===== config.mk =====
export PLATFORM = sky130hd
export DESIGN_NAME = ads_pio_in
export DESIGN_NICKNAME = d
export VERILOG_FILES = /design/src/rtl/ads_pio_in.sv
export SDC_FILE = /design/constraint.sdc
export NUM_CORES = 1
export LEC_CHECK = 0
export CORE_UTILIZATION = 23
export CTS_CLUSTER_SIZE = 25
export DETAILED_ROUTE_END_ITERATION = 7
export PLACE_DENSITY_LB_ADDON = 0.2
export SKIP_CTS_REPAIR_TIMING = 1
export SLEW_MARGIN = 20
export SYNTH_ARGS = -nofsm -noshare
export SYNTH_HDL_FRONTEND = slang
export SYNTH_SLANG_ARGS = --single-unit

===== constraint.sdc =====
create_clock -name clk -period 1.5 [get_ports clk]
set_clock_uncertainty 0.1 [all_clocks]
set_input_delay 0.15 -clock clk [delete_from_list [all_inputs] [get_ports clk]]
set_output_delay 0.15 -clock clk [all_outputs]
set_load 0.05 [all_outputs]

===== src/rtl/ads_pio_in.sv =====
// ads_pio_in: Avalon-MM input port. The pins pass through a synchroniser and an
// optional per-bit debounce filter. Qualifying edges of the filtered value are
// latched into a write-1-to-clear capture register, which drives a maskable
// level interrupt.
module ads_pio_in #(
   parameter int WIDTH       = 1,
   parameter int EDGE_TYPE   = 0,
   parameter int SYNC_STAGES = 2,
   parameter int DEBOUNCE    = 0
) (
   input  logic             clk,
   input  logic             reset_n,
   input  logic [1:0]       address,
   input  logic             chipselect,
   input  logic             write_n,
   input  logic [31:0]      writedata,
   input  logic [WIDTH-1:0] in_port,
   output logic [31:0]      readdata,
   output logic             irq
);

   localparam int CW = (DEBOUNCE >= 2) ? $clog2(DEBOUNCE) : 1;

   logic [SYNC_STAGES-1:0][WIDTH-1:0] sync;
   logic [WIDTH-1:0] s_last;
   logic [WIDTH-1:0] deb;
   logic [WIDTH-1:0] deb_nxt;
   logic [WIDTH-1:0] edge_hit;
   logic [WIDTH-1:0] irqmask;
   logic [WIDTH-1:0] edgecapture;
   logic [WIDTH-1:0] clr_mask;
   logic [31:0]      rd_mux;
   logic             wr;

   assign s_last = sync[SYNC_STAGES-1];
   assign wr     = chipselect & ~write_n;

   // Synchroniser chain: stage 0 samples the pins, each later stage the one before
   always_ff @(posedge clk or negedge reset_n) begin
      if (!reset_n) sync <= '0;
      else          sync <= {sync[SYNC_STAGES-2:0], in_port};
   end

   generate
      if (DEBOUNCE <= 1) begin : g_nodeb
         assign deb_nxt = s_last;
      end else begin : g_deb
         for (genvar i = 0; i < WIDTH; i++) begin : g_bit
            logic [CW-1:0] cnt;
            logic          differ;
            logic          done;
            assign differ     = s_last[i] ^ deb[i];
            assign done       = differ && (cnt == CW'(DEBOUNCE - 1));
            assign deb_nxt[i] = done ? s_last[i] : deb[i];
            // Count consecutive disagreeing cycles; any agreement restarts the run
            always_ff @(posedge clk or negedge reset_n) begin
               if (!reset_n)           cnt <= '0;
               else if (!differ || done) cnt <= '0;
               else                    cnt <= cnt + 1'b1;
            end
         end
      end
   endgenerate

   // Filtered input value
   always_ff @(posedge clk or negedge reset_n) begin
      if (!reset_n) deb <= '0;
      else          deb <= deb_nxt;
   end

   // Qualifying change of the filtered value, seen in the cycle it is accepted
   always_comb begin
      edge_hit = '0;
      if (EDGE_TYPE == 0)      edge_hit = deb_nxt & ~deb;
      else if (EDGE_TYPE == 1) edge_hit = ~deb_nxt & deb;
      else                     edge_hit = deb_nxt ^ deb;
   end

   assign clr_mask = (wr && address == 2'd3) ? writedata[WIDTH-1:0] : '0;

   // Capture register: software clears with 1s, a same-cycle new edge wins
   always_ff @(posedge clk or negedge reset_n) begin
      if (!reset_n) edgecapture <= '0;
      else          edgecapture <= (edgecapture & ~clr_mask) | edge_hit;
   end

   // Interrupt mask register
   always_ff @(posedge clk or negedge reset_n) begin
      if (!reset_n)                    irqmask <= '0;
      else if (wr && address == 2'd2)  irqmask <= writedata[WIDTH-1:0];
   end

   // Level interrupt from any unmasked capture bit
   always_ff @(posedge clk or negedge reset_n) begin
      if (!reset_n) irq <= 1'b0;
      else          irq <= |(edgecapture & irqmask);
   end

   // Read mux, zero-extended; reserved word reads 0
   always_comb begin
      rd_mux = '0;
      case (address)
         2'd0:    rd_mux = 32'(deb);
         2'd2:    rd_mux = 32'(irqmask);
         2'd3:    rd_mux = 32'(edgecapture);
         default: rd_mux = '0;
      endcase
   end

   // Registered read data, updated every cycle regardless of chipselect
   always_ff @(posedge clk or negedge reset_n) begin
      if (!reset_n) readdata <= '0;
      else          readdata <= rd_mux;
   end

endmodule


[After elaboration in Yosys (flattened, before gate mapping)]
Index checks and enable logic that the tools add are counted.
Storage, ports and cells
  bits in registers: 7
  bits in latches: 0
  RAM bits: 0
  bits in read-only memories: 0
  input bits: 39
  output and inout bits: 33
  logic and storage cells: 22
  memories: 0
Cells by class
  add/subtract/negate cells: 0
  multiply operators: 0
  div/mod/pow operators: 0
  order comparisons: 0
  eq/ne operators: 2
  shift operators: 0
  mux-type cells: 2
  bitwise operators: 8
  reduce and logical (&&, ||, !) cells: 3
Operators by type and width (number)
  1-bit AND: 4
  2-bit == test, second input constant: 2
  1-bit NOT: 3
  1-bit case mux with 3 select lines: 1
  1-bit logical AND: 2
  2-bit zero test: 1
  1-bit two-way mux: 1
  1-bit bitwise OR: 1

[Depth between registers and ports, before layout]
  depth in word-level cells: 7
  gate-level depth with buffers: 2
  gate-level depth less buffers: 2

[Worst setup path before layout]
Ideal clock, no wire load.
  path type: register to register
  start: register edgecapture
  end: register readdata[0]
  library setup time: 121 ps
  arrival: 866 ps
  required time: 1279 ps
  slack: 413 ps
  stages on the path, launching flop included: 3
  path buffers: 0
  period minus slack after synthesis: 1087 ps
  cells stage by stage: dfrtp_1 > mux2_1 > a22o_1
Between the ends
  longest elaborated chain between the ends: 1
Ends and longest elaborated chain
  start, declared: RTL line 30  | logic [WIDTH-1:0] edgecapture;
  start signal, assigned: RTL line 84  | else edgecapture <= (edgecapture & ~clr_mask) | edge_hit;
  1-bit case mux with 3 select lines: RTL line 102  | case (address)
  via rd_mux[0]: RTL line 32  | logic [31:0] rd_mux;
  end signal, assigned: RTL line 113  | else readdata <= rd_mux;
  end, declared: RTL line 18  | output logic [31:0] readdata,
The timed path passes the listed nets, and every way through them passes these cells.
A chain may end at the register's enable or synchronous reset.

[Final worst setup path]
  start: input address[0]
  end: register irqmask
Between the ends
  longest elaborated chain between the ends: 2
Ends and longest elaborated chain
  start, declared: RTL line 13  | input logic [1:0] address,
  2-bit == test: RTL line 90  | else if (wr && address == 2'd2) irqmask <= writedata[WIDTH-1:0];
  1-bit logical AND: RTL line 90
  end signal, assigned: RTL line 90
  end, declared: RTL line 29  | logic [WIDTH-1:0] irqmask;
No other way between the ends.

==> summary.txt <==
Status = finished clean
Cell depth of the worst setup path = 3
Worst skew pair latency = 0.25 ns
CP arrival = 1.25 ns
Number of synthesized flops with an enable pin = 0
Clock sinks = 7
Ports = 72
Placer Congestion = 0.700
Initial antenna violation count = 0
Leak Pwr = 0.273 nW
Mapped Cells = 49
Vias per inst = 2.94
Num rows = 16
CTS max path bufs = 2
Startpoint types = primary input
Area Overhead vs Synth = 6.53%
Core area = 0.00200 mm2
Largest net degree at the start of global routing = 8
Die Wd = 48.5 um
DR iter-0 viols = 2
Peak supply drop = 519 uV
Reg-to-Reg Start = edgecapture$_DFF_PN0_
Root buf cell = clkbuf_4
Top-count cell post-synth = buf_4
Max incr delay on CP = 0.48 ns
Buffer and inverter count on the worst path = 1
Vias in the first global route = 209
CP top delay family = buffers and inverters
Final period utilization = 80.8%
Number of remaining DRC errors = 0
Asr flop ratio synth = 100%
Crit Path Category = in2reg
Yosys top cell by area = buf_4
Crit path required time = 1.54 ns
Post-synthesis sequential area ratio = 35.2%
Reg2Reg Depth = 2
# diodes = 0
Cell variety after synth = 13
Fin Setup TNS = 0 ns
Setup-failing EPs final = 0
Die area = 0.00236 mm2
Synth top area share = 46.7%
Ratio of cells with drive above 1 in the final layout = 11.3%
RSZ-0062 raised after global routing = no
H-Tree Depth = 1
DPL Wire Length = 510 um
Final hold viol count = 0
Detail Route Antenna Nets = 0
Slew Limit Fails = 0
First-pass GRT wire length = 917 um
Final WL = 622 um
Final min period = 1.21 ns
Synth cell count leaders = 31 x buf_4, 7 x dfrtp_1
Yosys warning total = 0
Max-cap violations = 0
All-Layer GR Usage = 5.84%
Mapped cell area = 498 um2
R2R Setup Slk = 0.37 ns
Final core occ = 26.5%
Die Y = 48.5 um
Syn avg cell area = 10.2 um2
Critical Path Fanout Max = 4
Routed wire per std cell = 6.99 um
Slowest CP cell = clkdlybuf4s50_1
Setup crit end = irqmask$_DFFE_PN0P_
CTS tree = built
Predominant post-synthesis flop cell = dfrtp_1
Element type at the critical path end = register
Vias = 262
IO buf count = 9
Terminus of the critical flop-to-flop path = readdata[0]$_DFF_PN0_
Crit path cell chain = clkdlybuf4s50_1, and4bb_1, mux2_4
Final Net Count = 102
Top achievable clock speed = 826 MHz
CTS buffer count = 3
Seq cells post-synth = 7
DRT Pass-1 Iters = 3
Grt ovf = 0
Pwr dens = 1230 mW/mm2
Clock transition at path regs = 0.05 ns
Synth area leaders = buf_4 47%, dfrtp_1 35%, mux2_4 3.0%
Initial core utilization = 24.9%
Setup crit start = address[0]
Worst min path class = in2async
[worst min path at each step]
stage                     cells past startpoint                     to
final                                         1  readdata[0]$_DFF_PN0_
after global routing                          1          irq$_DFF_PN0_
after CTS                                     1          irq$_DFF_PN0_
after detailed placement                      0      deb_nxt$_DFF_PN0_
after global placement                        0      deb_nxt$_DFF_PN0_
after floorplan                               0          deb$_DFF_PN0_
[final cells by class]
type	count	area, um2
Clock buffer	4	26.3
Fill cell	224	1470
Inverter	1	3.75
Multi-Input combinational cell	40	199
Sequential cell	7	175
Tap cell	27	33.8
Timing Repair Buffer	10	92.6
[state kept, by name (all words and copies together), names as in the netlist]
name	flops
irq	1
deb_nxt	1
sync	1
irqmask	1
edgecapture	1
readdata	1
deb	1
[routing by layer]
layer	vias to the layer above	GRT usage, %	share of wire [%]
met4	0	4.41	1.3
met5	-	0	0
met1	117	5.62	36
met2	22	7.75	49
met3	2	5.35	14
li1	121	-	-
[kinds of logic (layout without fill, tap and decap cells)]
kind of cell    Yosys count  in the layout  share of synthesized area (%)
buf+inv                  32             15                           47.5
flops                     7              7                           35.2
simple gates              4              4                           6.03
compound gates            3              3                           5.28
mux                       2              2                           5.28
other cells               1             31                          0.753
[power breakdown]
group / leakage (nW) / switching (mW) / total [mW] / internal (mW)
logic: 0.178 / 0.220 / 0.268 / 0.0475
clock network: 0.0150 / 0.0673 / 0.169 / 0.101
registers: 0.0801 / 0.00757 / 0.216 / 0.209
total: 0.273 / 0.295 / 0.653 / 0.358
[layout by cell type (no fill, tap or decap)]
cell and count:
a21boi_0 1, a221o_1 1, conb_1 31, and2_1 1, inv_1 1, mux2_4 1, clkbuf_4 3, nor2_1 1
clkbuf_1 1, dfrtp_1 7, nand3b_1 1, buf_4 3, clkdlybuf4s50_1 7, and4bb_1 1, a22o_1 1, mux2_1 1
[through the flow]
stage | instance area, um2 | total power, mW | hold WS, ns | setup WS (ns) | instances
after floorplan | 611 | 0.506 | -0.246 | 0.413 | 79
after global placement | 504 | 0.487 | 0.236 | 0.0251 | 85
after detailed placement | 504 | 0.486 | 0.239 | 0.0169 | 85
after CTS | 531 | 0.665 | 0.0572 | 0.288 | 89
after global routing | 531 | 0.689 | 0.0681 | 0.278 | 89
final | 531 | 0.653 | 0.0513 | 0.289 | 89
(Power assumes the default switching activity.)
